[config.mk]
export PLATFORM = sky130hd
export DESIGN_NAME = sram_arbiter_flat
export DESIGN_NICKNAME = d
export VERILOG_FILES = /design/src/rtl/sram_arb_pkg.sv /design/src/rtl/sram_arbiter_if.sv /design/src/rtl/sram_arb_pick.sv /design/src/rtl/sram_arbiter.sv /design/src/flat_wrapper.sv
export SDC_FILE = /design/constraint.sdc
export NUM_CORES = 1
export LEC_CHECK = 0
export CORE_UTILIZATION = 41
export DETAILED_ROUTE_END_ITERATION = 16
export PLACE_DENSITY = 0.8
export SYNTH_ARGS = -nofsm -noshare
export SYNTH_HDL_FRONTEND = slang
export SYNTH_SLANG_ARGS = --single-unit
[constraint.sdc]
create_clock -name clk -period 6.2 [get_ports clk]
set_input_delay 0.93 -clock clk [delete_from_list [all_inputs] [get_ports clk]]
set_output_delay 0.93 -clock clk [all_outputs]
set_load 0.005 [all_outputs]
[src/rtl/sram_arb_pkg.sv]
// sram_arb_pkg: shared types and constants for the SRAM arbiter.
//   state_e   - arbiter FSM states
//   grant_e   - which master owns the current access
//   ERR_RDATA - read data returned for an aborted (timed-out) access
//   CNT_W     - width of the REQ timeout counter (TIMEOUT up to 65535)
package sram_arb_pkg;

  typedef enum logic [1:0] {
    IDLE = 2'd0,
    REQ  = 2'd1,
    RESP = 2'd2
  } state_e;

  typedef enum logic {
    GNT_IFU = 1'b0,
    GNT_LSU = 1'b1
  } grant_e;

  localparam logic [31:0] ERR_RDATA = 32'hDEADBEEF;
  localparam int unsigned CNT_W     = 16;

endpackage

[src/rtl/sram_arbiter_if.sv]
// sram_arbiter_if: valid/ready memory port shared by IFU, LSU and the SRAM.
//   valid/addr/wdata/wmask/wen - request from the master side
//   ready/rdata                - one-cycle completion and read data back
//   master modport drives the request; slave modport answers it.
interface sram_arbiter_if #(
  parameter int unsigned ADDR_W = 32,
  parameter int unsigned DATA_W = 32
);

  logic                  valid;
  logic [ADDR_W-1:0]     addr;
  logic [DATA_W-1:0]     wdata;
  logic [DATA_W/8-1:0]   wmask;
  logic                  wen;
  logic                  ready;
  logic [DATA_W-1:0]     rdata;

  modport master (output valid, addr, wdata, wmask, wen, input ready, rdata);
  modport slave  (input valid, addr, wdata, wmask, wen, output ready, rdata);

endinterface

[src/rtl/sram_arb_pick.sv]
// sram_arb_pick: combinational grant selection between IFU and LSU.
//   ifu_valid_i/lsu_valid_i - pending requests
//   last_grant_i            - master granted most recently
//   grant_c_o               - winner (meaningful only when any_req_c_o)
//   any_req_c_o             - at least one request pending
module sram_arb_pick
  import sram_arb_pkg::*;
#(
  parameter int unsigned LSU_PRIO = 1
) (
  input  logic   ifu_valid_i,
  input  logic   lsu_valid_i,
  input  grant_e last_grant_i,
  output grant_e grant_c_o,
  output logic   any_req_c_o
);

  // Ties go to the LSU in priority mode, otherwise to whoever lost last time.
  always_comb begin
    grant_c_o = GNT_IFU;
    if (ifu_valid_i && lsu_valid_i) begin
      if (LSU_PRIO != 0) begin
        grant_c_o = GNT_LSU;
      end else if (last_grant_i == GNT_LSU) begin
        grant_c_o = GNT_IFU;
      end else begin
        grant_c_o = GNT_LSU;
      end
    end else if (lsu_valid_i) begin
      grant_c_o = GNT_LSU;
    end
  end

  assign any_req_c_o = ifu_valid_i | lsu_valid_i;

endmodule

[src/rtl/sram_arbiter.sv]
// sram_arbiter: shares one SRAM port between the IFU (read-only) and LSU.
//   clk, rst - clock and asynchronous active-high reset
//   ifu      - IFU read port (slave side; write fields are ignored)
//   lsu      - LSU read/write port (slave side)
//   sram     - registered request toward the SRAM (master side)
//   bus_err  - pulses with the master ready of a timed-out access
module sram_arbiter
  import sram_arb_pkg::*;
#(
  parameter int unsigned ADDR_W   = 32,
  parameter int unsigned DATA_W   = 32,
  parameter int unsigned LSU_PRIO = 1,
  parameter int unsigned TIMEOUT  = 255
) (
  input  logic           clk,
  input  logic           rst,
  sram_arbiter_if.slave  ifu,
  sram_arbiter_if.slave  lsu,
  sram_arbiter_if.master sram,
  output logic           bus_err
);

  localparam int unsigned MASK_W = DATA_W / 8;
  localparam logic [CNT_W-1:0] CNT_LAST = CNT_W'(TIMEOUT - 1);

  state_e              state_q, state_d;
  grant_e              grant_q, grant_d;
  grant_e              last_q, last_d;
  grant_e              pick_grant;
  logic                pick_any;
  logic [CNT_W-1:0]    cnt_q, cnt_d;
  logic                sram_valid_q, sram_valid_d;
  logic [ADDR_W-1:0]   addr_q, addr_d;
  logic [DATA_W-1:0]   wdata_q, wdata_d;
  logic [MASK_W-1:0]   wmask_q, wmask_d;
  logic                wen_q, wen_d;
  logic                ifu_ready_q, ifu_ready_d;
  logic                lsu_ready_q, lsu_ready_d;
  logic [DATA_W-1:0]   ifu_rdata_q, ifu_rdata_d;
  logic [DATA_W-1:0]   lsu_rdata_q, lsu_rdata_d;
  logic                bus_err_q, bus_err_d;
  logic [DATA_W-1:0]   rdata_n;

  sram_arb_pick #(
    .LSU_PRIO (LSU_PRIO)
  ) u_pick (
    .ifu_valid_i  (ifu.valid),
    .lsu_valid_i  (lsu.valid),
    .last_grant_i (last_q),
    .grant_c_o    (pick_grant),
    .any_req_c_o  (pick_any)
  );

  // Next-state and output logic.
  always_comb begin
    state_d      = state_q;
    grant_d      = grant_q;
    last_d       = last_q;
    cnt_d        = cnt_q;
    sram_valid_d = sram_valid_q;
    addr_d       = addr_q;
    wdata_d      = wdata_q;
    wmask_d      = wmask_q;
    wen_d        = wen_q;
    ifu_ready_d  = 1'b0;
    lsu_ready_d  = 1'b0;
    ifu_rdata_d  = ifu_rdata_q;
    lsu_rdata_d  = lsu_rdata_q;
    bus_err_d    = 1'b0;
    rdata_n      = sram.rdata;

    unique case (state_q)
      IDLE: begin
        if (pick_any) begin
          grant_d      = pick_grant;
          last_d       = pick_grant;
          cnt_d        = '0;
          sram_valid_d = 1'b1;
          state_d      = REQ;
          if (pick_grant == GNT_LSU) begin
            addr_d  = lsu.addr;
            wdata_d = lsu.wdata;
            wmask_d = lsu.wmask;
            wen_d   = lsu.wen;
          end else begin
            // IFU is read-only: never let it write
            addr_d  = ifu.addr;
            wdata_d = '0;
            wmask_d = '0;
            wen_d   = 1'b0;
          end
        end
      end
      REQ: begin
        // Completion wins over a timeout landing in the same cycle
        if (sram.ready || (cnt_q == CNT_LAST)) begin
          rdata_n      = sram.ready ? sram.rdata : DATA_W'(ERR_RDATA);
          bus_err_d    = ~sram.ready;
          sram_valid_d = 1'b0;
          state_d      = RESP;
          if (grant_q == GNT_LSU) begin
            lsu_ready_d = 1'b1;
            lsu_rdata_d = rdata_n;
          end else begin
            ifu_ready_d = 1'b1;
            ifu_rdata_d = rdata_n;
          end
        end else begin
          cnt_d = cnt_q + CNT_W'(1);
        end
      end
      RESP: begin
        state_d = IDLE;
      end
      default: begin
        state_d      = IDLE;
        sram_valid_d = 1'b0;
      end
    endcase
  end

  // State and output registers.
  always_ff @(posedge clk or posedge rst) begin
    if (rst) begin
      state_q      <= IDLE;
      grant_q      <= GNT_IFU;
      last_q       <= GNT_LSU;
      cnt_q        <= '0;
      sram_valid_q <= 1'b0;
      addr_q       <= '0;
      wdata_q      <= '0;
      wmask_q      <= '0;
      wen_q        <= 1'b0;
      ifu_ready_q  <= 1'b0;
      lsu_ready_q  <= 1'b0;
      ifu_rdata_q  <= '0;
      lsu_rdata_q  <= '0;
      bus_err_q    <= 1'b0;
    end else begin
      state_q      <= state_d;
      grant_q      <= grant_d;
      last_q       <= last_d;
      cnt_q        <= cnt_d;
      sram_valid_q <= sram_valid_d;
      addr_q       <= addr_d;
      wdata_q      <= wdata_d;
      wmask_q      <= wmask_d;
      wen_q        <= wen_d;
      ifu_ready_q  <= ifu_ready_d;
      lsu_ready_q  <= lsu_ready_d;
      ifu_rdata_q  <= ifu_rdata_d;
      lsu_rdata_q  <= lsu_rdata_d;
      bus_err_q    <= bus_err_d;
    end
  end

  assign sram.valid = sram_valid_q;
  assign sram.addr  = addr_q;
  assign sram.wdata = wdata_q;
  assign sram.wmask = wmask_q;
  assign sram.wen   = wen_q;
  assign ifu.ready  = ifu_ready_q;
  assign ifu.rdata  = ifu_rdata_q;
  assign lsu.ready  = lsu_ready_q;
  assign lsu.rdata  = lsu_rdata_q;
  assign bus_err    = bus_err_q;

endmodule

[src/flat_wrapper.sv]
// flat-port wrapper written by rule: the top's interface ports become plain ports
module sram_arbiter_flat import sram_arb_pkg::*;
#(
  parameter int unsigned ADDR_W   = 32,
  parameter int unsigned DATA_W   = 32,
  parameter int unsigned LSU_PRIO = 1,
  parameter int unsigned TIMEOUT  = 255
)
  (clk, rst, bus_err, ifu_valid, ifu_addr, ifu_wdata, ifu_wmask, ifu_wen, ifu_ready, ifu_rdata, lsu_valid, lsu_addr, lsu_wdata, lsu_wmask, lsu_wen, lsu_ready, lsu_rdata, sram_valid, sram_addr, sram_wdata, sram_wmask, sram_wen, sram_ready, sram_rdata);
  sram_arbiter_if #(.ADDR_W(ADDR_W), .DATA_W(DATA_W)) ifu_i ();
  sram_arbiter_if #(.ADDR_W(ADDR_W), .DATA_W(DATA_W)) lsu_i ();
  sram_arbiter_if #(.ADDR_W(ADDR_W), .DATA_W(DATA_W)) sram_i ();
  input  logic clk;
  input  logic rst;
  output logic bus_err;
  input wire logic [$bits(ifu_i.valid)-1:0] ifu_valid;
  input wire logic [$bits(ifu_i.addr)-1:0] ifu_addr;
  input wire logic [$bits(ifu_i.wdata)-1:0] ifu_wdata;
  input wire logic [$bits(ifu_i.wmask)-1:0] ifu_wmask;
  input wire logic [$bits(ifu_i.wen)-1:0] ifu_wen;
  output wire logic [$bits(ifu_i.ready)-1:0] ifu_ready;
  output wire logic [$bits(ifu_i.rdata)-1:0] ifu_rdata;
  input wire logic [$bits(lsu_i.valid)-1:0] lsu_valid;
  input wire logic [$bits(lsu_i.addr)-1:0] lsu_addr;
  input wire logic [$bits(lsu_i.wdata)-1:0] lsu_wdata;
  input wire logic [$bits(lsu_i.wmask)-1:0] lsu_wmask;
  input wire logic [$bits(lsu_i.wen)-1:0] lsu_wen;
  output wire logic [$bits(lsu_i.ready)-1:0] lsu_ready;
  output wire logic [$bits(lsu_i.rdata)-1:0] lsu_rdata;
  output wire logic [$bits(sram_i.valid)-1:0] sram_valid;
  output wire logic [$bits(sram_i.addr)-1:0] sram_addr;
  output wire logic [$bits(sram_i.wdata)-1:0] sram_wdata;
  output wire logic [$bits(sram_i.wmask)-1:0] sram_wmask;
  output wire logic [$bits(sram_i.wen)-1:0] sram_wen;
  input wire logic [$bits(sram_i.ready)-1:0] sram_ready;
  input wire logic [$bits(sram_i.rdata)-1:0] sram_rdata;
  assign ifu_i.valid = ifu_valid;
  assign ifu_i.addr = ifu_addr;
  assign ifu_i.wdata = ifu_wdata;
  assign ifu_i.wmask = ifu_wmask;
  assign ifu_i.wen = ifu_wen;
  assign ifu_ready = ifu_i.ready;
  assign ifu_rdata = ifu_i.rdata;
  assign lsu_i.valid = lsu_valid;
  assign lsu_i.addr = lsu_addr;
  assign lsu_i.wdata = lsu_wdata;
  assign lsu_i.wmask = lsu_wmask;
  assign lsu_i.wen = lsu_wen;
  assign lsu_ready = lsu_i.ready;
  assign lsu_rdata = lsu_i.rdata;
  assign sram_valid = sram_i.valid;
  assign sram_addr = sram_i.addr;
  assign sram_wdata = sram_i.wdata;
  assign sram_wmask = sram_i.wmask;
  assign sram_wen = sram_i.wen;
  assign sram_i.ready = sram_ready;
  assign sram_i.rdata = sram_rdata;
  sram_arbiter #(.ADDR_W(ADDR_W), .DATA_W(DATA_W), .LSU_PRIO(LSU_PRIO), .TIMEOUT(TIMEOUT)) u_core (.clk(clk), .rst(rst), .ifu(ifu_i), .lsu(lsu_i), .sram(sram_i), .bus_err(bus_err));
endmodule
==> metrics.md, run 1 <==
| Metric | Value |
|---|---|
| Result of the run | `finished clean` |
| Post-synth ARST share | `1.00` |
| Synth unique cells | `45` |
| WL/cell | `18.7 µm` |
| Fill cell instance count of the final layout | `1177` |
| Min-Delay Path Depth | `2` |
| Total of hold buffers inserted after clock tree synthesis | `0` |
| Number of instances in the synthesized netlist | `507` |
| Synthesized area per cell | `13.0 µm²` |
| Post-Layout Cell Count | `995` |
| Area share of the leading cell type in the synthesized netlist | `0.591` |
| Fin. Hold Viols | `0` |
| Count of TritonRoute iterations in the first routing pass | `4` |
| Layout Nets | `944` |
| Sequential element share of the synthesized area | `0.591` |
| Post-CTS sizing | `0` |
| CTS H-Tree Depth | `4` |
| Kind of critical path | `reg2reg` |
| Total I/O pin count | `312` |
| Worst-path clk slew | `0.07 ns` |
| Worst endpoint data arrival time | `3.24 ns` |
| Leakage power of the design | `4.20 nW` |
| Die extent in y | `129 µm` |
| Synth Cell Area | `6610 µm²` |
| Number of global-route vias before repair | `5417` |
| Number of synthesized flops with an enable pin | `0` |
| Highest fanout seen on the critical path | `25` |
| Commonest cells in the synthesized netlist | `156 x sky130_fd_sc_hd__dfrtp_1, 42 x sky130_fd_sc_hd__nand2_1, 38 x sky130_fd_sc_hd__a2bb2oi_2` |
| HPWL reported at the end of detailed placement | `13.3 mm` |
| Most repeated cell in the gate-level netlist after synthesis | `sky130_fd_sc_hd__dfrtp_1` |
| Number of antenna violations at the first check in global routing | `0` |
| Crit path launch type | `flip-flop` |
| Postcts setup bufs | `0` |
| Setup skew after layout | `0.0132 ns` |
| Slew at the pin with the worst max-slew slack | `1.16 ns` |
| Min-delay worst type | `reg2reg` |
| DRC | `0` |
| Number of CTS-inserted buffers | `17` |
| WHS Endpoint | `u_core.sram.addr[18]$_DFFE_PP0P_` |
| Global-route wire length before repair | `28.3 mm` |
| Setup repair after global routing missed its margin | `no` |
| Worst Reg-to-Reg Cells | `7` |
| Fin worst setup slack | `3.29 ns` |
| Root buffer cell | `sky130_fd_sc_hd__clkbuf_16` |
| Count of port buffers added during placement | `274` |
| Growth of design area from synthesis to finish | `52.4%` |
| Maximum number of pins on one net before global-route repair | `96` |
| Width of the die | `129 µm` |
| Cell accounting for the most synthesized area | `sky130_fd_sc_hd__dfrtp_1` |
| Total negative setup slack | `0 ns` |
| Synth warnings | `0` |
| Max-cap violation count | `0` |
| Worst slack at placement | `3.00 ns` |
| Violation count after the first detailed-routing iteration | `277` |
| Type of element capturing the critical path | `flip-flop` |
| Global routing usage summed across all routing layers | `0.224` |
| Number of buffers on the longest clock path | `2` |
| Crit path required time | `6.53 ns` |
| Area of placed instances | `9490 µm²` |
| Ant. Diodes | `0` |
| Share of layout cells above drive strength 1 | `0.110` |
| Final setup violation count | `0` |
| Detailed-route vias per instance | `5.32` |
| Sequential cell area | `3900 µm²` |
| Total global routing overflow | `0` |
| Total vias in the final route | `5297` |
| Endpoint of the most critical register-to-register path | `u_core.lsu.rdata[28]$_DFFE_PP0P_` |
| Summed area of non-filler cells in the final layout | `10100 µm²` |
| Leading register cell type out of synthesis | `sky130_fd_sc_hd__dfrtp_1` |
| TritonCTS sink count | `156` |
| Hold Path Origin | `u_core.sram.addr[18]$_DFFE_PP0P_` |
| Main area contributors after synthesis | `sky130_fd_sc_hd__dfrtp_1 59%, sky130_fd_sc_hd__a2bb2oi_2 8.6%, sky130_fd_sc_hd__mux2i_1 5.3%, sky130_fd_sc_hd__a22o_1 4.9%, sky130_fd_sc_hd__o21ai_0 2.6%` |
| Setup slack of the worst register-to-register path | `3.29 ns` |
| Power per cell area | `476 nW/µm²` |
| Post-synth net total | `684` |
| TritonCTS clock tree | `built` |
| Final number of max-transition violations | `0` |
| Die Outline Area | `16600 µm²` |
| Placeable core region | `15800 µm²` |
| Area of the multi-input gates | `2500 µm²` |
| Cell Rows | `46` |
| Tcrit/Tclk final | `0.470` |
| Number of antenna-violating nets in the routed design | `0` |
| Initial core utilization | `0.417` |
| Cell count after placement | `964` |
| Post-synthesis sequential element count | `156` |
| VDD IR max | `0.256 mV` |
| Slew HR | `0.226` |
| Fmax achieved | `343 MHz` |
| Launching point of the worst reg2reg path | `u_core.cnt_q[0]$_DFFE_PP0P_` |
| Clock latency at the later pin of the worst-skew pair | `0.42 ns` |
| Crit path time final | `2.91 ns` |
| Final GP Congestion | `0.770` |
| Total detailed-routing wirelength | `18.6 mm` |
-- layout by cell type (no fill, tap or decap), types with 5 or more instances in the layout --
cell                                n
sky130_fd_sc_hd__a21oi_1            6
sky130_fd_sc_hd__a22o_1            37
sky130_fd_sc_hd__a2bb2oi_1         10
sky130_fd_sc_hd__a2bb2oi_2         38
sky130_fd_sc_hd__a32o_1            16
sky130_fd_sc_hd__buf_4              5
sky130_fd_sc_hd__clkbuf_16         17
sky130_fd_sc_hd__clkdlybuf4s50_1  273
sky130_fd_sc_hd__dfrtp_1          156
sky130_fd_sc_hd__mux2i_1           35
sky130_fd_sc_hd__nand2_1           42
sky130_fd_sc_hd__nand3_1            5
sky130_fd_sc_hd__nand4_1            5
sky130_fd_sc_hd__nor2_1             7
sky130_fd_sc_hd__nor2b_1           24
sky130_fd_sc_hd__o21ai_0           34
sky130_fd_sc_hd__o31ai_1            6
-- power by group --
group,leakage (nW),internal (mW),switching (mW)
Clock,0.275,0.587,0.422
Combinational,2.02,1.24,0.777
Sequential,1.91,1.47,0.300
Total,4.20,3.29,1.50
-- registers in the layout, summed over array words and instances (netlist names), 2 cells and up --
register           flops
u_core.cnt_q          16
u_core.ifu.rdata      32
u_core.lsu.rdata      32
u_core.sram.addr      32
u_core.sram.wdata     32
u_core.sram.wmask      4
u_core.state_q         2
-- through the flow --
step	power [mW]	hold WS, ns	utilization
3_3_place_gp	3.72	0.462	0.599
2_1_floorplan	2.60	0.468	-
4_1_cts	4.83	0.487	0.636
3_5_place_dp	3.81	0.473	0.599
6_report	4.79	0.478	0.636
5_1_grt	5.05	0.510	0.636
-- cell type report --
cell class	instances	area share
flip-flops and latches	156	0.388
repair buffers	279	0.276
multi-input cells	306	0.249
clock buffers	20	0.0464
well taps	216	0.0269
clock inverters	11	0.0109
inverters	7	0.00336
-- worst max-delay path: stages, from the launching register on --
cell and delay (ns):
sky130_fd_sc_hd__dfrtp_1 0.44, sky130_fd_sc_hd__inv_1 0.08, sky130_fd_sc_hd__ha_1 0.15, sky130_fd_sc_hd__or4b_4 0.49, sky130_fd_sc_hd__nor4_4 0.73, sky130_fd_sc_hd__o21ai_4 0.20
sky130_fd_sc_hd__clkinv_2 0.49, sky130_fd_sc_hd__a2bb2oi_1 0.23
-- worst max path at each step --
stage                           startpoint                          endpoint
2_1_floorplan                          rst          u_core.bus_err$_DFF_PP0_
3_3_place_gp                    sram_ready      u_core.cnt_q[15]$_DFFE_PP0P_
3_5_place_dp                    sram_ready      u_core.cnt_q[13]$_DFFE_PP0P_
4_1_cts        u_core.cnt_q[0]$_DFFE_PP0P_  u_core.lsu.rdata[28]$_DFFE_PP0P_
5_1_grt        u_core.cnt_q[0]$_DFFE_PP0P_  u_core.lsu.rdata[28]$_DFFE_PP0P_
6_report       u_core.cnt_q[0]$_DFFE_PP0P_  u_core.lsu.rdata[28]$_DFFE_PP0P_
-- per-layer routing --
layer  share of wire  GRT usage  vias up
met4           0.028     0.0962        0
met1            0.40      0.262     2607
met3           0.072     0.0632       31
li1                -          -     2408
met5               0          0        -
met2            0.50      0.386      251
-- kinds of logic after synthesis --
| group | after synthesis | synth area share |
|---|---|---|
| xor gates and xnor gates | 2 | 0.00265 |
| DFF | 156 | 0.591 |
| adders and majority gates | 2 | 0.00379 |
| buffers and inverters | 45 | 0.0332 |
| AOI/OAI and AO/OA | 161 | 0.229 |
| and+or+nand+nor | 106 | 0.0871 |
| muxes | 35 | 0.0530 |
No activity file was read; power rests on OpenSTA's default activity.
==> run 2: changes to the inputs <==
clock period = 3 ns   (was 6.2 ns; I/O delays follow)
==> run 2 against run 1 <==
Count of clock-buffer cells in the layout increased by 1. Highest routed layer unchanged. Clock power increased by 95%. Final cell count increased by 1.1%. Routed wire length decreased by 1.3%. Global-route usage increased by 0.20 points.
==> metrics.md, run 2 (synthesis results as in run 1) <==
| Metric | Value |
|---|---|
| Die extent in y | `129 µm` |
| Setup skew after layout | `0.00906 ns` |
| Total negative setup slack | `0 ns` |
| Layout Utilization | `0.641` |
| Total I/O pin count | `312` |
| Placeable core region | `15800 µm²` |
| Cell Rows | `46` |
| Number of buffers on the longest clock path | `2` |
| TritonCTS clock tree | `built` |
| Leakage power of the design | `4.25 nW` |
| Global routing usage summed across all routing layers | `0.226` |
| Maximum number of pins on one net before global-route repair | `81` |
| Postcts setup bufs | `0` |
| Worst path bufs/invs | `2` |
| Final number of max-transition violations | `0` |
| Result of the run | `finished clean` |
| Max-cap violation count | `0` |
| Tcrit/Tclk final | `0.835` |
| HPWL reported at the end of detailed placement | `13.7 mm` |
| Post-CTS sizing | `0` |
| Total detailed-routing wirelength | `18.4 mm` |
| Fin. Hold Viols | `0` |
| Top Family by Delay on Critical Path | `simple AND/OR/NAND/NOR gates` |
| Slew HR | `0.472` |
| Number of antenna-violating nets in the routed design | `0` |
| Slowest cell on the critical path | `sky130_fd_sc_hd__or4b_4` |
| Total global routing overflow | `0` |
| Power per cell area | `964 nW/µm²` |
| Total vias in the final route | `5311` |
| Setup repair after global routing missed its margin | `no` |
| Fmax achieved | `399 MHz` |
| Initial core utilization | `0.417` |
| Most common cell after layout, fill and taps aside | `sky130_fd_sc_hd__clkdlybuf4s50_1` |
| Min-delay worst type | `reg2reg` |
| Count of TritonRoute iterations in the first routing pass | `4` |
| WL/cell | `18.3 µm` |
| Violation count after the first detailed-routing iteration | `272` |
| Die Outline Area | `16600 µm²` |
| TritonCTS sink count | `156` |
| Worst-path clk slew | `0.06 ns` |
| Count of port buffers added during placement | `274` |
| VDD IR max | `0.486 mV` |
| Setup slack of the worst register-to-register path | `0.49 ns` |
| Kind of critical path | `reg2reg` |
| Worst endpoint data arrival time | `2.84 ns` |
| Cell count after placement | `974` |
| Share of layout cells above drive strength 1 | `0.120` |
| Root buffer cell | `sky130_fd_sc_hd__clkbuf_16` |
| Worst Reg-to-Reg Cells | `7` |
| Number of global-route vias before repair | `5480` |
| WHS Endpoint | `u_core.sram.addr[11]$_DFFE_PP0P_` |
| Clock latency at the later pin of the worst-skew pair | `0.42 ns` |
| Detailed-route vias per instance | `5.28` |
| Final GP Congestion | `0.784` |
| Type of element capturing the critical path | `flip-flop` |
| Crit path time final | `2.51 ns` |
| Number of antenna violations at the first check in global routing | `0` |
| Final setup violation count | `0` |
| Highest fanout seen on the critical path | `25` |
| CTS H-Tree Depth | `4` |
| Slew at the pin with the worst max-slew slack | `0.790 ns` |
| Hold Path Origin | `u_core.sram.addr[11]$_DFFE_PP0P_` |
| Total of hold buffers inserted after clock tree synthesis | `0` |
| Cells along the critical path | `inv_1, ha_1, or4b_4, nor4_4, o21ai_4, clkinv_2, a2bb2oi_1` |
| Min-Delay Path Depth | `2` |
| Layout Nets | `954` |
| Width of the die | `129 µm` |
| Crit path required time | `3.33 ns` |
| Crit path launch type | `flip-flop` |
| Fill cell instance count of the final layout | `1189` |
| Post-Layout Cell Count | `1006` |
| Launching point of the worst reg2reg path | `u_core.cnt_q[0]$_DFFE_PP0P_` |
| Largest incremental delay on the critical path | `0.49 ns` |
| Global-route wire length before repair | `28.6 mm` |
| Highest-count cells in the layout ignoring fill and taps | `273 x sky130_fd_sc_hd__clkdlybuf4s50_1, 156 x sky130_fd_sc_hd__dfrtp_1, 42 x sky130_fd_sc_hd__nand2_1` |
| Number of CTS-inserted buffers | `17` |
| Ant. Diodes | `0` |
| Endpoint of the most critical register-to-register path | `u_core.lsu.rdata[27]$_DFFE_PP0P_` |
| DRC | `0` |
| Growth of design area from synthesis to finish | `53.6%` |
[run 2: changes by cell type in the layout (fill, tap and decap cells not counted), sizes merged]
cell / previous run / this run
clkinvlp: 3 / 4
clkinv: 6 / 8
buf: 6 / 16
inv: 8 / 6
bufinv: 1 / 0
clkbuf: 20 / 21
[run 2: how the worst max path moves through the flow]
stage	start	to	slack, ns	cells after the start
after floorplan	rst	u_core.bus_err$_DFF_PP0_	0.58	1
after global placement	sram_ready	u_core.cnt_q[15]$_DFFE_PP0P_	0.37	5
after detailed placement	sram_ready	u_core.cnt_q[15]$_DFFE_PP0P_	0.30	5
after CTS	u_core.cnt_q[0]$_DFFE_PP0P_	u_core.lsu.rdata[27]$_DFFE_PP0P_	0.46	7
after global routing	u_core.cnt_q[0]$_DFFE_PP0P_	u_core.lsu.rdata[27]$_DFFE_PP0P_	0.36	7
final	u_core.cnt_q[0]$_DFFE_PP0P_	u_core.lsu.rdata[27]$_DFFE_PP0P_	0.49	7
[run 2: metrics by stage]
| stage | cell area, µm² | power [mW] | worst slack, ns | hold slack, ns |
|---|---|---|---|---|
| final | 10100 | 9.79 | 0.494 | 0.475 |
| after global routing | 10100 | 10.3 | 0.356 | 0.510 |
| after CTS | 10100 | 9.89 | 0.458 | 0.483 |
| after detailed placement | 9600 | 7.88 | 0.301 | 0.469 |
| after global placement | 9600 | 7.70 | 0.368 | 0.463 |
| after floorplan | 6610 | 5.37 | 0.577 | 0.468 |
[run 2: cell type report]
type / instances / area, µm² / area share
inverters: 7 / 32.5 / 0.00321
clock buffers: 21 / 460 / 0.0454
clock inverters: 11 / 88.8 / 0.00875
well taps: 216 / 270 / 0.0266
multi-input cells: 306 / 2500 / 0.247
flip-flops and latches: 156 / 3900 / 0.385
repair buffers: 289 / 2890 / 0.285
[run 2: power by group]
part,leakage (nW),total (mW),switching (mW),internal (mW)
clock network,0.260,1.97,0.864,1.11
registers,1.91,3.64,0.614,3.03
logic,2.08,4.17,1.58,2.58
[run 2: layer usage]
layer,vias to the layer above,part of all wire,GRT usage
met5,-,0,0
met4,0,0.015,0.0768
met3,23,0.079,0.0674
met2,240,0.52,0.405
met1,2614,0.39,0.257
li1,2434,-,-
[run 2: worst min-delay path, delay by kind of cell, from the launching register on]
family | cells | cell delay [ns]
flip-flops | 1 | 0.34
AO/OA/AOI/OAI | 1 | 0.06
AND/OR/NAND/NOR | 1 | 0.04
==> run 3: changes to the inputs <==
CORE_UTILIZATION = 37   (was 41)
PLACE_DENSITY = 0.76   (was 0.8)
clock period = 2.1 ns   (was 3 ns; I/O delays follow)
==> run 3 against run 2 <==
Non-clock buffer count rose by 15. Count of clock-buffer cells in the layout decreased by 3. Utilization is 4.0 points lower. Largest power group unchanged. Largest cell class unchanged. Global-route usage shrank 2.6 points.
==> metrics.md, run 3 (synthesis results as in run 1) <==
| Metric | Value |
|---|---|
| Setup repair after global routing missed its margin | `no` |
| Endpoint of the most critical register-to-register path | `u_core.cnt_q[6]$_DFFE_PP0P_` |
| Global-route wire length before repair | `28.3 mm` |
| Count of TritonRoute iterations in the first routing pass | `4` |
| TritonCTS clock tree | `built` |
| Total global routing overflow | `0` |
| Min-delay worst type | `in2async` |
| Number of antenna-violating nets in the routed design | `0` |
| Final number of max-transition violations | `0` |
| Fin. Hold Viols | `0` |
| Kind of critical path | `reg2reg` |
| Setup slack of the worst register-to-register path | `0.11 ns` |
| Crit path launch type | `flip-flop` |
| Total I/O pin count | `312` |
| Width of the die | `136 µm` |
| Fmax achieved | `502 MHz` |
| Worst path bufs/invs | `4` |
| Worst slack at placement | `-0.0548 ns` |
| Layout Utilization | `0.601` |
| TritonCTS sink count | `156` |
| Highest fanout seen on the critical path | `5` |
| Growth of design area from synthesis to finish | `58.1%` |
| Cell Rows | `48` |
| Post-Layout Cell Count | `1030` |
| Fin worst setup slack | `0.107 ns` |
| Count of port buffers added during placement | `274` |
| Crit path time final | `1.99 ns` |
| Number of global-route vias before repair | `5497` |
| Launching point of the worst reg2reg path | `u_core.cnt_q[0]$_DFFE_PP0P_` |
| Slowest cell on the critical path | `sky130_fd_sc_hd__or4b_4` |
| Highest-count cells in the layout ignoring fill and taps | `273 x sky130_fd_sc_hd__clkdlybuf4s50_1, 156 x sky130_fd_sc_hd__dfrtp_1, 42 x sky130_fd_sc_hd__nand2_1` |
| Total of hold buffers inserted after clock tree synthesis | `0` |
| Ant. Diodes | `0` |
| DRC | `0` |
| Leakage power of the design | `4.40 nW` |
| Slew HR | `0.621` |
| Largest incremental delay on the critical path | `0.49 ns` |
| Cell count after placement | `995` |
| Detailed-route vias per instance | `5.19` |
| Die extent in y | `136 µm` |
| WL/cell | `17.7 µm` |
| VDD IR max | `0.704 mV` |
| Initial core utilization | `0.381` |
| Tcrit/Tclk final | `0.949` |
| Pwr Total | `14.6 mW` |
| CTS H-Tree Depth | `4` |
| Fill cell instance count of the final layout | `1343` |
| Number of CTS-inserted buffers | `17` |
| Number of buffers on the longest clock path | `2` |
| Placeable core region | `17400 µm²` |
| Clock latency at the later pin of the worst-skew pair | `0.43 ns` |
| Total detailed-routing wirelength | `18.2 mm` |
| Layout Nets | `969` |
| Number of antenna violations at the first check in global routing | `0` |
| Worst Reg-to-Reg Cells | `9` |
| Share of layout cells above drive strength 1 | `0.140` |
| HPWL reported at the end of detailed placement | `13.0 mm` |
| Total vias in the final route | `5344` |
| Final hold slack | `0.360 ns` |
| Maximum number of pins on one net before global-route repair | `85` |
| Result of the run | `finished clean` |
| Final setup violation count | `0` |
| Type of element capturing the critical path | `flip-flop` |
| Cells along the critical path | `inv_1, ha_1, or4b_4, nor4_4, buf_6, buf_4, buf_4, o311ai_1, o41ai_1` |
| Top Family by Delay on Critical Path | `simple AND/OR/NAND/NOR gates` |
| Violation count after the first detailed-routing iteration | `209` |
| Power per cell area | `1390 nW/µm²` |
| Setup skew after layout | `0.0120 ns` |
| Max-cap violation count | `0` |
| Crit path required time | `2.40 ns` |
| Cell occurring most often along the worst timing path | `sky130_fd_sc_hd__buf_4` |
| Worst endpoint data arrival time | `2.29 ns` |
| Most common cell after layout, fill and taps aside | `sky130_fd_sc_hd__clkdlybuf4s50_1` |
| Slew at the pin with the worst max-slew slack | `0.566 ns` |
| Global routing usage summed across all routing layers | `0.201` |
| Worst-path clk slew | `0.06 ns` |
| Final GP Congestion | `0.817` |
| Root buffer cell | `sky130_fd_sc_hd__clkbuf_16` |
| Die Outline Area | `18400 µm²` |
[run 3: layout make-up]
cell class                 count  area [µm²]  area share
timing repair buffer         304        3110       0.298
inverter                       7        40.0     0.00384
tap                          225         282      0.0270
clock buffer                  18         439      0.0421
clock inverter                14         158      0.0151
multi-input combinational    306        2510       0.240
sequential                   156        3900       0.374
[run 3: stage by stage]
step / setup TNS, ns / area, µm²
global route: 0 / 10400
CTS: 0 / 10400
detailed placement: -0.616 / 9790
finish: 0 / 10400
global placement: 0 / 9790
floorplan: -29.31 / 6610
[run 3: worst max path at each step]
| stage | startpoint | to | slack (ns) | cells after the start |
|---|---|---|---|---|
| floorplan | rst | u_core.bus_err$_DFF_PP0_ | -0.19 | 1 |
| global placement | u_core.cnt_q[0]$_DFFE_PP0P_ | u_core.ifu.rdata[27]$_DFFE_PP0P_ | 0.001 | 9 |
| detailed placement | u_core.cnt_q[0]$_DFFE_PP0P_ | u_core.ifu.rdata[28]$_DFFE_PP0P_ | -0.05 | 9 |
| CTS | u_core.cnt_q[0]$_DFFE_PP0P_ | u_core.lsu.rdata[3]$_DFFE_PP0P_ | 0.08 | 9 |
| global route | u_core.cnt_q[0]$_DFFE_PP0P_ | u_core.lsu.rdata[27]$_DFFE_PP0P_ | 0.0002 | 9 |
| finish | u_core.cnt_q[0]$_DFFE_PP0P_ | u_core.cnt_q[6]$_DFFE_PP0P_ | 0.11 | 9 |
[run 3: where the power goes]
part | internal, mW | switching (mW) | total, mW | leakage [nW]
combinational | 3.95 | 2.33 | 6.27 | 2.19
clock | 1.81 | 1.30 | 3.11 | 0.295
sequential | 4.33 | 0.842 | 5.17 | 1.91
[run 3: per-layer routing]
layer | share of wire | routed length (µm) | global-route usage
met3 | 0.087 | 1580 | 0.0685
met2 | 0.49 | 8830 | 0.332
met4 | 0.012 | 212 | 0.0693
met1 | 0.42 | 7570 | 0.243
met5 | 0 | 0 | 0
[run 3: what timing repair did]
item | 4_1_cts | 5_1_grt
pin swaps | 1 | 0
buffers inserted | 2 | 0
cloned | 1 | 0
endpoints found under the setup margin | 35 | 11
resized for setup | 3 | 4
[run 3: worst reg2reg max path, stage by stage (launching register included)]
cell	delay, ns
sky130_fd_sc_hd__dfrtp_1	0.39
sky130_fd_sc_hd__inv_1	0.06
sky130_fd_sc_hd__ha_1	0.14
sky130_fd_sc_hd__or4b_4	0.49
sky130_fd_sc_hd__nor4_4	0.16
sky130_fd_sc_hd__buf_6	0.16
sky130_fd_sc_hd__buf_4	0.13
sky130_fd_sc_hd__buf_4	0.13
sky130_fd_sc_hd__o311ai_1	0.12
sky130_fd_sc_hd__o41ai_1	0.11
